[src/rtl/fifo_rr_drain_pkg.sv]
// Shared definitions for the round-robin fifo drain scheduler.
//   state_e   : scheduler states (IDLE arbitrates, BURST issues reads)
//   BUF_DEPTH : number of entries in the output buffer
package fifo_rr_drain_pkg;

    typedef enum logic [0:0] {
        ST_IDLE  = 1'b0,
        ST_BURST = 1'b1
    } state_e;

    localparam int BUF_DEPTH = 2;

endpackage

[src/rtl/fifo_rr_drain_chk.sv]
// Simulation checks for the drain scheduler's output buffer and read strobes.
//   clk, sclr : clock and synchronous reset of the checked block
//   occ       : output buffer occupancy
//   push, pop : buffer write / read strobes of the current cycle
//   rd_req    : per-queue read strobes
module fifo_rr_drain_chk #(
    parameter int NUM_Q = 4
) (
    input logic             clk,
    input logic             sclr,
    input logic [1:0]       occ,
    input logic             push,
    input logic             pop,
    input logic [NUM_Q-1:0] rd_req
);

    // A push into a full buffer without a simultaneous pop would lose a word.
    property p_no_overflow;
        @(posedge clk) disable iff (sclr) !((occ == 2'd2) && push && !pop);
    endproperty
    a_no_overflow: assert property (p_no_overflow);

    // At most one queue is read per cycle.
    property p_rd_onehot;
        @(posedge clk) disable iff (sclr) $onehot0(rd_req);
    endproperty
    a_rd_onehot: assert property (p_rd_onehot);

endmodule

[src/rtl/fifo_rr_drain_rr_pick.sv]
// Combinational round-robin selector.
// Returns the first asserted request strictly after ptr, wrapping modulo
// NUM_Q (ptr itself is checked last).
//   req   : request vector, one bit per requester
//   ptr   : index of the most recently served requester
//   idx   : selected requester (0 when nothing is requested)
//   found : high when any request bit is set
module fifo_rr_drain_rr_pick #(
    parameter int NUM_Q = 4,
    parameter int QID_W = 2
) (
    input  logic [NUM_Q-1:0] req,
    input  logic [QID_W-1:0] ptr,
    output logic [QID_W-1:0] idx,
    output logic             found
);

    logic [QID_W-1:0] cand_s;
    logic             hit_s;

    // Walk the requesters in priority order starting just after ptr.
    always_comb begin
        idx    = '0;
        found  = 1'b0;
        cand_s = '0;
        hit_s  = 1'b0;
        for (int i = 1; i <= NUM_Q; i++) begin
            cand_s = QID_W'((int'(ptr) + i) % NUM_Q);
            hit_s  = req[cand_s] & ~found;
            idx    = hit_s ? cand_s : idx;
            found  = found | hit_s;
        end
    end

endmodule

[src/rtl/fifo_rr_drain.sv]
// Read-side scheduler draining NUM_Q showahead-off fifos (1-cycle read
// latency) round-robin, in bursts of up to MAX_BURST words, into a 2-entry
// valid/ready output buffer.
//   clk, sclr  : clock, synchronous active-high reset
//   enable     : permits new reads
//   q_empty    : per-queue empty flags
//   q_rd_req   : per-queue read strobes (one-hot or zero)
//   q_rd_dat   : per-queue read data, queue i at [i*DAT_WIDTH +: DAT_WIDTH]
//   out_dat    : head word of the output buffer, out_qid its source queue
//   out_valid  : buffer non-empty; out_ready pops the head word
//   busy       : bursting, read in flight, or buffer non-empty
//   cntr       : number of words popped (wraps)
module fifo_rr_drain
    import fifo_rr_drain_pkg::*;
#(
    parameter int NUM_Q     = 4,
    parameter int DAT_WIDTH = 16,
    parameter int QID_W     = 2,
    parameter int MAX_BURST = 4,
    parameter int BURST_W   = 3
) (
    input  logic                       clk,
    input  logic                       sclr,
    input  logic                       enable,
    input  logic [NUM_Q-1:0]           q_empty,
    output logic [NUM_Q-1:0]           q_rd_req,
    input  logic [NUM_Q*DAT_WIDTH-1:0] q_rd_dat,
    output logic [DAT_WIDTH-1:0]       out_dat,
    output logic [QID_W-1:0]           out_qid,
    output logic                       out_valid,
    input  logic                       out_ready,
    output logic                       busy,
    output logic [15:0]                cntr
);

    state_e               state_q, state_d;
    logic [QID_W-1:0]     grant_q, grant_d;
    logic [QID_W-1:0]     rr_ptr_q, rr_ptr_d;
    logic [BURST_W-1:0]   burst_q, burst_d;
    logic                 infl_q, infl_d;
    logic [QID_W-1:0]     infl_qid_q, infl_qid_d;
    logic [DAT_WIDTH-1:0] buf_dat_q [BUF_DEPTH];
    logic [DAT_WIDTH-1:0] buf_dat_d [BUF_DEPTH];
    logic [QID_W-1:0]     buf_qid_q [BUF_DEPTH];
    logic [QID_W-1:0]     buf_qid_d [BUF_DEPTH];
    logic                 rd_ptr_q, rd_ptr_d;
    logic [1:0]           occ_q, occ_d;
    logic [15:0]          cntr_q, cntr_d;

    logic                 pop_s;
    logic                 push_s;
    logic                 room_s;
    logic                 issue_s;
    logic                 wr_idx_s;
    logic                 pick_found_s;
    logic [QID_W-1:0]     pick_idx_s;

    fifo_rr_drain_rr_pick #(
        .NUM_Q (NUM_Q),
        .QID_W (QID_W)
    ) u_pick (
        .req   (~q_empty),
        .ptr   (rr_ptr_q),
        .idx   (pick_idx_s),
        .found (pick_found_s)
    );

    fifo_rr_drain_chk #(
        .NUM_Q (NUM_Q)
    ) u_chk (
        .clk    (clk),
        .sclr   (sclr),
        .occ    (occ_q),
        .push   (push_s),
        .pop    (pop_s),
        .rd_req (q_rd_req)
    );

    // Issue decision: a read is only launched when the word it returns is
    // guaranteed a buffer slot, counting the word already in flight.
    always_comb begin
        pop_s    = (occ_q != 2'd0) & out_ready;
        push_s   = infl_q;
        wr_idx_s = rd_ptr_q ^ occ_q[0];
        room_s   = (({1'b0, occ_q} + {2'b00, infl_q}) - {2'b00, pop_s}) < 3'd2;
        issue_s  = (state_q == ST_BURST) & enable & ~q_empty[grant_q] & room_s;
        q_rd_req = issue_s ? (NUM_Q'(1'b1) << grant_q) : '0;
    end

    // Scheduler next state: arbitrate in IDLE, count issues in BURST.
    always_comb begin
        state_d  = state_q;
        grant_d  = grant_q;
        rr_ptr_d = rr_ptr_q;
        burst_d  = burst_q;
        case (state_q)
            ST_IDLE: begin
                if (enable && pick_found_s) begin
                    state_d = ST_BURST;
                    grant_d = pick_idx_s;
                    burst_d = '0;
                end else begin
                    state_d = ST_IDLE;
                end
            end
            ST_BURST: begin
                burst_d = burst_q + BURST_W'(issue_s);
                if ((issue_s && (burst_d == BURST_W'(MAX_BURST))) || q_empty[grant_q] || !enable) begin
                    state_d  = ST_IDLE;
                    rr_ptr_d = grant_q;
                end else begin
                    state_d  = ST_BURST;
                end
            end
            default: begin
                state_d = ST_IDLE;
            end
        endcase
    end

    // Read return path and output buffer bookkeeping.
    always_comb begin
        infl_d     = issue_s;
        infl_qid_d = grant_q;
        buf_dat_d  = buf_dat_q;
        buf_qid_d  = buf_qid_q;
        if (push_s) begin
            buf_dat_d[wr_idx_s] = q_rd_dat[infl_qid_q*DAT_WIDTH +: DAT_WIDTH];
            buf_qid_d[wr_idx_s] = infl_qid_q;
        end else begin
            buf_dat_d = buf_dat_q;
        end
        rd_ptr_d = pop_s ? ~rd_ptr_q : rd_ptr_q;
        occ_d    = (occ_q + {1'b0, push_s}) - {1'b0, pop_s};
        cntr_d   = cntr_q + 16'(pop_s);
    end

    // State registers with synchronous reset; an in-flight word is dropped.
    always_ff @(posedge clk) begin
        if (sclr) begin
            state_q    <= ST_IDLE;
            grant_q    <= '0;
            rr_ptr_q   <= QID_W'(NUM_Q - 1);
            burst_q    <= '0;
            infl_q     <= 1'b0;
            infl_qid_q <= '0;
            for (int i = 0; i < BUF_DEPTH; i++) begin
                buf_dat_q[i] <= '0;
                buf_qid_q[i] <= '0;
            end
            rd_ptr_q   <= 1'b0;
            occ_q      <= 2'd0;
            cntr_q     <= 16'd0;
        end else begin
            state_q    <= state_d;
            grant_q    <= grant_d;
            rr_ptr_q   <= rr_ptr_d;
            burst_q    <= burst_d;
            infl_q     <= infl_d;
            infl_qid_q <= infl_qid_d;
            buf_dat_q  <= buf_dat_d;
            buf_qid_q  <= buf_qid_d;
            rd_ptr_q   <= rd_ptr_d;
            occ_q      <= occ_d;
            cntr_q     <= cntr_d;
        end
    end

    // Outputs come straight from the buffer and status registers.
    always_comb begin
        out_valid = (occ_q != 2'd0);
        out_dat   = buf_dat_q[rd_ptr_q];
        out_qid   = buf_qid_q[rd_ptr_q];
        busy      = (state_q == ST_BURST) | infl_q | (occ_q != 2'd0);
        cntr      = cntr_q;
    end

endmodule

[config.mk]
export PLATFORM = sky130hd
export DESIGN_NAME = fifo_rr_drain
export DESIGN_NICKNAME = d
export VERILOG_FILES = /design/src/rtl/fifo_rr_drain_pkg.sv /design/src/rtl/fifo_rr_drain_chk.sv /design/src/rtl/fifo_rr_drain_rr_pick.sv /design/src/rtl/fifo_rr_drain.sv
export SDC_FILE = /design/constraint.sdc
export NUM_CORES = 1
export LEC_CHECK = 0
export BUFFER_PORTS_ARGS = -buffer_cell sky130_fd_sc_hd__buf_2
export CORE_ASPECT_RATIO = 0.7
export CORE_MARGIN = 4
export CORE_UTILIZATION = 54
export CTS_CLUSTER_DIAMETER = 200
export DETAILED_ROUTE_END_ITERATION = 12
export GPL_TIMING_DRIVEN = 0
export PLACE_DENSITY = 0.84
export SLEW_MARGIN = 0
export SYNTH_ARGS = -nofsm -noshare
export SYNTH_HDL_FRONTEND = slang
export SYNTH_SLANG_ARGS = --single-unit
[constraint.sdc]
create_clock -name clk -period 7.8 [get_ports clk]
set_input_delay 1.17 -clock clk [delete_from_list [all_inputs] [get_ports clk]]
set_output_delay 1.17 -clock clk [all_outputs]
set_load 0.01 [all_outputs]
==> metrics.txt, run 1 <==
Synth Cell Area 3280 sq um; number of setup buffers added after CTS 0; Leak Pwr 0.00203 uW; CTS resizes 0; RePlAce Congestion 0.775; initial antenna violation count 0; outcome completed; Die Wd 101 um; Core ar. 5810 sq um; worst slew pin tran 0.665 ns; Die Height 73.3 um; cts bufs inserted 9; Clock Latency Late Sink 0.34 ns; Primary FF master, synth dfxtp_1; post-synth top area cell dfxtp_1; DRC viols 0; GRT met2 Usage 0.349; RSZ-0062 raised after global routing false; fraction of registers with async set/reset 0; CP cell instances buf_2 > nand2_1 > mux2i_1 > ha_1 > inv_1 > fa_1 > xnor2_1 > and4_1 > nor3b_1 > buf_2; Clock Skews 0.00340 ns; minimum clock period 4.27 ns; Pre-antenna DRT Iters 4; Non-Filler Instances 520; CTS tree built; fillcell total 448; hold_ws 0.459 ns; setup_tns 0 ns; area grow syn2layout 25.8%; max-cap violations 0; Tcrit/Tclk final 0.547; Reg clk slew, reported paths 0.06 ns; syn nets 397; area share of the largest cell type after synthesis 0.402; PD cells 174 nW/um^2; slew margin rel. 0.557; post-synthesis sequential area ratio 0.402; GR Overflow Total 0; cts hold-fix bufs 0; Initial Util 0.565; crit path DAT 3.10 ns; most common cell in the synthesized netlist dfxtp_1; GRT Overall Usage 0.217; CTS sink cnt 66; GR peak layer met2; Netlist cell types 40; clock buffer depth 2; Setup CP Type primary input to output pin; main area contributors after synthesis dfxtp_1, mux2i_1, mux4_2; first-pass GRT wire length 12.5 mm; Post-DP HPWL 6.00 mm; # rows 23; DR iter-0 viols 116; Clock Root Buffer clkbuf_8; Worst Setup Start Kind primary input; largest net degree at the start of global routing 11; final setup violation count 0; vias in the first global route 2720; maximum clock frequency 0.234 GHz; port bufs 110; worst hold path type flip-flop to flip-flop; CP Max Fanout 6; Crit path top cell by count buf_2; slowest stage delay, CP 0.37 ns; CTS HTree Levels 3; final antenna-violating net count 0; M1 GR Usage 0.276; Yosys Warn Count 0; met3 Use GR 0.0693; Peak VDD IR 0.0972 mV; DR vias 2839; total routed wirelength 7.94 mm; die area 7410 sq um; routed len/inst 15.3 um; CP Capture Type output pin; # diodes 0; Seq cells post-synth 66; Inst Count DP 505; Final Net Count 518; Crit-path slowest cell fa_1; max-slew violations 0; Critical Path RT 6.63 ns; routed vias/inst 5.46; share of cells above drive strength 1 0.380; Synth top cells by count dfxtp_1, nor2_1, mux2i_1, mux2_2, mux4_2; final hold viol count 0; num ports 112; Post-Syn Instances 320; syn_area_per_cell 10.3 sq um; number of synthesized flops with an enable pin 0
==> layout by cell type (no fill, tap or decap), types with 8 or more instances in the layout <==
master / n
xnor2_1: 11
clkbuf_8: 12
clkbuf_1: 12
dfxtp_1: 66
mux2_2: 20
mux4_2: 16
a21oi_1: 8
mux2i_1: 39
nor2_1: 56
buf_2: 114
nand2_1: 12
==> sequential cells by signal (all words and copies together) (netlist names) <==
signal      count
burst_q         3
infl_qid_q      2
buf_dat_q      32
rd_ptr_q        1
rr_ptr_q        2
infl_q          1
cntr           16
state_q         1
buf_qid_q       4
grant_q         2
occ_q           2
==> final cells by class <==
| cell class | instances | area, sq um | area share |
|---|---|---|---|
| buffer | 17 | 72.6 | 0.0176 |
| clock buffer | 13 | 169 | 0.0409 |
| clock inverter | 2 | 35.0 | 0.00848 |
| inverter | 7 | 26.3 | 0.00636 |
| multi-input combinational | 230 | 1860 | 0.451 |
| sequential | 66 | 1320 | 0.320 |
| tap | 75 | 93.8 | 0.0227 |
| timing repair buffer | 110 | 551 | 0.133 |
==> power breakdown <==
part / switching [uW] / leakage (uW) / internal (uW)
sequential: 5.55 / 0.000533 / 342
clock: 121 / 0.000106 / 172
combinational: 36.0 / 0.00139 / 41.4
total: 162 / 0.00203 / 555
==> stage by stage <==
step | setup slack, ns | power, uW | util | instance area, sq um
2_1_floorplan | 3.95 | 400 | - | 3280
3_3_place_gp | 3.68 | 430 | 0.676 | 3930
3_5_place_dp | 3.62 | 432 | 0.676 | 3930
4_1_cts | 3.55 | 723 | 0.711 | 4130
5_1_grt | 3.36 | 743 | 0.711 | 4130
6_report | 3.53 | 718 | 0.711 | 4130
==> path summary, 6_finish.rpt <==
| kind | start | to | slack, ns | cells after the start |
|---|---|---|---|---|
| setup / recovery | out_ready | q_rd_req[0] | 3.53 | 10 |
| hold / removal | buf_qid_q[2] | buf_qid_q[2] | 0.46 | 2 |
| setup reg to reg | occ_q[1] | rr_ptr_q[1] | 4.46 | 13 |
| hold reg to reg | buf_qid_q[2] | buf_qid_q[2] | 0.46 | 2 |
==> cells by family (layout without fill, tap and decap cells) <==
group / Yosys count / in the layout / synth area share
xor gates and xnor gates: 15 / 15 / 0.0400
and+or+nand+nor: 112 / 112 / 0.162
AOI/OAI and AO/OA: 23 / 23 / 0.0469
muxes: 75 / 75 / 0.297
adders and majority gates: 5 / 5 / 0.0213
buffers and inverters: 24 / 149 / 0.0301
DFF: 66 / 66 / 0.402
==> critical path: cells and delay by family <==
| family | cells | cell delay (ns) |
|---|---|---|
| AND/OR/NAND/NOR | 3 | 0.63 |
| adder cells (fa/ha/maj) | 2 | 0.56 |
| buffers and inverters | 3 | 0.35 |
| XOR/XNOR | 1 | 0.21 |
| multiplexers | 1 | 0.18 |
==> routing by layer <==
metal	wire, um	vias to the layer above
li1	-	1387
met1	3460	1335
met2	3730	102
met3	633	15
met4	116	0
met5	0	-
Power figures use the tool's default switching activity.
==> run 2: changes to the inputs <==
--- a/config.mk
+++ b/config.mk
@@ -8,11 +8,11 @@
 export BUFFER_PORTS_ARGS = -buffer_cell sky130_fd_sc_hd__buf_2
 export CORE_ASPECT_RATIO = 0.7
 export CORE_MARGIN = 4
-export CORE_UTILIZATION = 54
+export CORE_UTILIZATION = 45
 export CTS_CLUSTER_DIAMETER = 200
 export DETAILED_ROUTE_END_ITERATION = 12
 export GPL_TIMING_DRIVEN = 0
-export PLACE_DENSITY = 0.84
+export PLACE_DENSITY = 0.75
 export SLEW_MARGIN = 0
 export SYNTH_ARGS = -nofsm -noshare
 export SYNTH_HDL_FRONTEND = slang
==> constraint.sdc (replaced) <==
create_clock -name clk -period 3.55 [get_ports clk]
set_input_delay 0.5325 -clock clk [delete_from_list [all_inputs] [get_ports clk]]
set_output_delay 0.5325 -clock clk [all_outputs]
set_load 0.01 [all_outputs]
==> run 2 against run 1 <==
Against the previous run: die area grew 18%; clock skew grew 0.0026 ns; largest power group unchanged; via count shrank 2.5%; highest routed layer unchanged; combinational power grew 120%; total power grew 140%; worst setup slack lost 3.3 ns; sequential power grew 120%.
==> metrics.txt, run 2 (synthesized netlist as in run 1, its figures left out) <==
outcome completed (unchanged); r2r setup slk 0.28 ns (was 4.46 ns); Clock Skews 0.00604 ns (was 0.00340 ns); final hold viol count 0 (unchanged); Clock Latency Late Sink 0.34 ns (about the same); initial antenna violation count 0 (unchanged); most frequent cells in the layout buf_2, dfxtp_1, nor2_1, mux2i_1, mux2_2 (unchanged); CP Max Fanout 6 (unchanged); routed vias/inst 5.12 (was 5.46); final antenna-violating net count 0 (unchanged); RePlAce Congestion 0.796 (was 0.775); number of setup buffers added after CTS 0 (unchanged); PD cells 404 nW/um^2 (was 174 nW/um^2); GRT Overall Usage 0.188 (was 0.217); DR vias 2767 (was 2839); CTS sink cnt 66 (unchanged); total routed wirelength 8.08 mm (was 7.94 mm); first-pass GRT wire length 12.8 mm (was 12.5 mm); Hold Crit Endpoint buf_qid_q[2] (unchanged); Clock Root Buffer clkbuf_8 (unchanged); FF+latch area 1320 sq um (unchanged); num ports 112 (unchanged); CTS resizes 0 (unchanged); sequential share of power 0.450 (was 0.485); max-cap violations 0 (unchanged); clock power share 0.449 (was 0.407); GR Overflow Total 0 (unchanged); largest register by flop count buf_dat_q (unchanged); Comb pwr share 0.101 (was 0.108); RSZ-0062 raised after global routing false (unchanged); Core ar. 6910 sq um (was 5810 sq um); fillcell total 623 (was 448); Initial Util 0.475 (was 0.565); Tcrit/Tclk final 0.922; worst hold path type flip-flop to flip-flop (unchanged); die area 8750 sq um (was 7410 sq um); largest net degree at the start of global routing 13 (was 11); Worst Setup Start Kind flip-flop (was primary input); maximum clock frequency 0.306 GHz; Critical Path RT 3.81 ns (was 6.63 ns); # rows 25 (was 23); Post-DP HPWL 6.18 mm (was 6.00 mm); port bufs 110 (unchanged); worst slew pin tran 0.648 ns (was 0.665 ns); share of cells above drive strength 1 0.381 (was 0.380); crit path DAT 3.53 ns (was 3.10 ns); final non-filler cell area 4200 sq um (was 4130 sq um); final setup violation count 0 (unchanged); worst reg2reg path depth 12 (was 13); Hold Path Origin buf_qid_q[2] (unchanged); cts bufs inserted 9 (unchanged); Pre-antenna DRT Iters 4 (unchanged); setup_tns 0 ns (unchanged); reg2reg end rr_ptr_q[1] (unchanged); max-slew violations 0 (unchanged); DR iter-0 viols 89 (was 116); routed len/inst 15.0 um (was 15.3 um); hold path cells 2 (unchanged); commonest non-fill, non-tap cell in the layout buf_2 (unchanged); DRC viols 0 (unchanged); Internal 1310 uW (was 555 uW); Switching Fraction 0.226 (about the same); area grow syn2layout 27.7% (was 25.8%); worst r2r src occ_q[0] (was occ_q[1]); area of the multi-input gates 1860 sq um (unchanged); Die Height 79.5 um (was 73.3 um); minimum clock period 3.27 ns; slew margin rel. 0.568 (was 0.557); CP Capture Type flip-flop (was output pin); Setup CP Type flip-flop to flip-flop (was primary input to output pin); Placed Instance Area 3950 sq um (was 3930 sq um); Reg clk slew, reported paths 0.07 ns (was 0.06 ns); sw power 383 uW (was 162 uW); vias in the first global route 2745 (was 2720); Leak Pwr 0.00204 uW (was 0.00203 uW); cts hold-fix bufs 0 (unchanged); Die Wd 110 um (was 101 um); Final Net Count 518 (unchanged); max reg flops 32 (unchanged); CTS HTree Levels 3 (unchanged); clock buffer depth 2 (unchanged); Peak VDD IR 0.211 mV (was 0.0972 mV); CTS tree built (unchanged); # diodes 0 (unchanged)
[run 2: cell types whose count changed in the layout (fill, tap and decap cells not counted), sizes merged]
cell / delta
clkinv: +1
clkbuf: -3
bufinv: +2
clkinvlp: +1
[run 2: area by class of cell]
cell class                      count  area share
Buffer                             17      0.0173
Tap cell                           94      0.0280
Inverter                            7     0.00626
Clock buffer                       10      0.0304
Clock inverter                      6      0.0274
Timing Repair Buffer              110       0.131
Sequential cell                    66       0.315
Multi-Input combinational cell    230       0.444
[run 2: worst max path at each step]
stage	startpoint	end	slack (ns)	cells after the start
after detailed placement	out_ready	rr_ptr_q[0]	0.16	14
final	occ_q[0]	rr_ptr_q[1]	0.28	12
after global placement	out_ready	rr_ptr_q[1]	0.23	14
after floorplan	out_ready	rr_ptr_q[0]	0.63	13
after global routing	occ_q[1]	rr_ptr_q[1]	0.06	13
after CTS	occ_q[1]	rr_ptr_q[1]	0.30	13
[run 2: metrics by stage]
step / hold WS (ns) / utilization / setup WS, ns / instances / power [uW]
floorplan: 0.434 / - / 0.633 / 320 / 879
detailed placement: 0.451 / 0.572 / 0.163 / 524 / 952
finish: 0.457 / 0.607 / 0.278 / 540 / 1700
global route: 0.495 / 0.607 / 0.0579 / 540 / 1750
global placement: 0.445 / 0.572 / 0.227 / 524 / 946
CTS: 0.461 / 0.607 / 0.303 / 540 / 1710
[run 2: routing by layer]
layer  GRT usage  routed length [um]
met5           0                   0
met4      0.0258                  38
met3      0.0631                 698
met2       0.309                3720
met1       0.246                3630
[run 2: power by group through the flow]
stage	Clock [uW]	Sequential [uW]	Combinational (uW)
2_1_floorplan	0	777	103
3_3_place_gp	0	779	167
3_5_place_dp	0	780	173
4_1_cts	771	763	173
5_1_grt	799	765	189
6_report	761	763	171
[run 2: worst max-delay path, cell delays in order, from the launching register on]
cell,delay [ns]
dfxtp_1,0.49
mux2i_1,0.24
ha_1,0.16
inv_1,0.05
fa_1,0.37
xnor2_1,0.21
and4_1,0.34
ha_1,0.19
ha_1,0.20
xor2_1,0.16
nand4_1,0.10
a21boi_0,0.43
mux2i_1,0.26
==> run 3: changes to the inputs <==
--- a/config.mk
+++ b/config.mk
@@ -8,11 +8,11 @@
 export BUFFER_PORTS_ARGS = -buffer_cell sky130_fd_sc_hd__buf_2
 export CORE_ASPECT_RATIO = 0.7
 export CORE_MARGIN = 4
-export CORE_UTILIZATION = 45
+export CORE_UTILIZATION = 50
 export CTS_CLUSTER_DIAMETER = 200
 export DETAILED_ROUTE_END_ITERATION = 12
 export GPL_TIMING_DRIVEN = 0
-export PLACE_DENSITY = 0.75
+export PLACE_DENSITY = 0.79
 export SLEW_MARGIN = 0
 export SYNTH_ARGS = -nofsm -noshare
 export SYNTH_HDL_FRONTEND = slang
==> constraint.sdc (replaced) <==
create_clock -name clk -period 3.6 [get_ports clk]
set_input_delay 0.54 -clock clk [delete_from_list [all_inputs] [get_ports clk]]
set_output_delay 0.54 -clock clk [all_outputs]
set_load 0.01 [all_outputs]
==> run 3 against run 2 <==
Against the previous run: die area down 9.2%; sequential power fell by 1%; hold slack improved by 0.0058 ns; highest routed layer unchanged; register-to-register slack improved by 0.11 ns; total power is 8.9% lower; critical path depth is 1 higher.
==> metrics.txt, run 3 (synthesized netlist as in run 1, its figures left out) <==
outcome completed (unchanged); hold_ws 0.463 ns (was 0.457 ns); Core ar. 6310 sq um (was 6910 sq um); Setup CP Type flip-flop to flip-flop (unchanged); Worst Setup Start Kind flip-flop (unchanged); crit path DAT 3.49 ns (was 3.53 ns); routed len/inst 15.0 um (about the same); CP cell instances nand2_1 > mux2i_1 > ha_1 > inv_1 > fa_1 > xnor2_1 > and4_1 > ha_1 > ha_1 > nor2_1 > nand4_1 > a21boi_0 > mux2i_1 (was mux2i_1 > ha_1 > inv_1 > fa_1 > xnor2_1 > and4_1 > ha_1 > ha_1 > xor2_1 > nand4_1 > a21boi_0 > mux2i_1); Leak Pwr 0.00202 uW (was 0.00204 uW); CP top delay family adder cells (unchanged); first-pass GRT wire length 12.7 mm (was 12.8 mm); routed vias/inst 5.37 (was 5.12); Die Wd 105 um (was 110 um); cts hold-fix bufs 0 (unchanged); largest net degree at the start of global routing 13 (unchanged); Crit-path slowest cell dfxtp_1 (unchanged); final non-filler cell area 4140 sq um (was 4200 sq um); total routed wirelength 7.84 mm (was 8.08 mm); initial antenna violation count 0 (unchanged); Placed Instance Area 3930 sq um (was 3950 sq um); max-cap violations 0 (unchanged); number of setup buffers added after CTS 0 (unchanged); port bufs 110 (unchanged); final antenna-violating net count 0 (unchanged); CTS HTree Levels 3 (unchanged); worst slew pin tran 0.630 ns (was 0.648 ns); minimum clock period 3.21 ns (was 3.27 ns); DRC viols 0 (unchanged); Peak VDD IR 0.181 mV (was 0.211 mV); maximum clock frequency 0.311 GHz (was 0.306 GHz); DR vias 2815 (was 2767); RSZ-0062 raised after global routing false (unchanged); slew margin rel. 0.580 (was 0.568); final setup violation count 0 (unchanged); area of the multi-input gates 1860 sq um (unchanged); setup_tns 0 ns (unchanged); Critical Path RT 3.88 ns (was 3.81 ns); vias in the first global route 2657 (was 2745); CTS resizes 0 (unchanged); Initial Util 0.521 (was 0.475); max-slew violations 0 (unchanged); Clock Latency Late Sink 0.35 ns (was 0.34 ns); commonest non-fill, non-tap cell in the layout buf_2 (unchanged); GRT Overall Usage 0.203 (was 0.188); num ports 112 (unchanged); CP Capture Type flip-flop (unchanged); CTS tree built (unchanged); Tcrit/Tclk final 0.892 (was 0.922); Non-Filler Instances 524 (was 540); Crit path top cell by count ha_1 (unchanged); fillcell total 541 (was 623); Die Height 75.8 um (was 79.5 um); die area 7950 sq um (was 8750 sq um); most frequent cells in the layout buf_2, dfxtp_1, nor2_1, mux2i_1, mux2_2 (unchanged); max reg flops 32 (unchanged); FF+latch area 1320 sq um (unchanged); largest register by flop count buf_dat_q (unchanged); setup ws final 0.388 ns (was 0.278 ns); # diodes 0 (unchanged); Inst Count DP 508 (was 524); CP Max Fanout 6 (unchanged); Reg clk slew, reported paths 0.07 ns (about the same); cts bufs inserted 9 (unchanged); setup slack at placement 0.177 ns (was 0.163 ns); share of cells above drive strength 1 0.383 (was 0.381); Clock Skews 0.0111 ns (was 0.00604 ns); CTS sink cnt 66 (unchanged); # rows 24 (was 25); PD cells 373 nW/um^2 (was 404 nW/um^2); GR Overflow Total 0 (unchanged); worst hold path type flip-flop to flip-flop (unchanged); final hold viol count 0 (unchanged); Clock Root Buffer clkbuf_8 (unchanged); Pre-antenna DRT Iters 4 (unchanged); DR iter-0 viols 77 (was 89); Final Net Count 518 (unchanged); CP bufs+invs 1 (unchanged); clock buffer depth 2 (unchanged); slowest stage delay, CP 0.48 ns (was 0.49 ns); Post-DP HPWL 5.90 mm (was 6.18 mm); RePlAce Congestion 0.775 (was 0.796); area grow syn2layout 25.9% (was 27.7%)
run 3: power breakdown:
group | total (uW) | internal (uW) | switching [uW]
Sequential | 753 | 741 | 11.4
Clock | 625 | 338 | 287
Combinational | 167 | 89.7 | 77.5
run 3: final timing paths:
| path | startpoint | to | slack [ns] | depth (start not counted) |
|---|---|---|---|---|
| setup / recovery | occ_q[1] | rr_ptr_q[0] | 0.39 | 13 |
| hold / removal | buf_qid_q[2] | buf_qid_q[2] | 0.46 | 2 |
| setup reg to reg | occ_q[1] | rr_ptr_q[0] | 0.39 | 13 |
| hold reg to reg | buf_qid_q[2] | buf_qid_q[2] | 0.46 | 2 |
run 3: cell type report:
| type | instances | share of cell area |
|---|---|---|
| timing repair buffer | 110 | 0.133 |
| clock buffer | 10 | 0.0333 |
| tap | 78 | 0.0236 |
| inverter | 7 | 0.00635 |
| buffer | 17 | 0.0175 |
| sequential | 66 | 0.319 |
| multi-input combinational | 230 | 0.451 |
| clock inverter | 6 | 0.0160 |
run 3: per-layer routing:
metal | up-vias | track usage | part of all wire
met2 | 104 | 0.328 | 0.46
met1 | 1317 | 0.259 | 0.44
met3 | 9 | 0.0787 | 0.090
met4 | 0 | 0.0568 | 0.012
li1 | 1385 | - | -
met5 | - | 0 | 0
run 3: tightest hold or removal path: cells and delay by family (launching register included):
kind	cells	cell delay [ns]
flops	1	0.31
compound gates	1	0.06
simple gates	1	0.05
run 3: metrics by stage:
| stage | power [uW] | util |
|---|---|---|
| 6_report | 1540 | 0.656 |
| 3_3_place_gp | 932 | 0.624 |
| 4_1_cts | 1560 | 0.656 |
| 3_5_place_dp | 938 | 0.624 |
| 5_1_grt | 1610 | 0.656 |
| 2_1_floorplan | 867 | - |
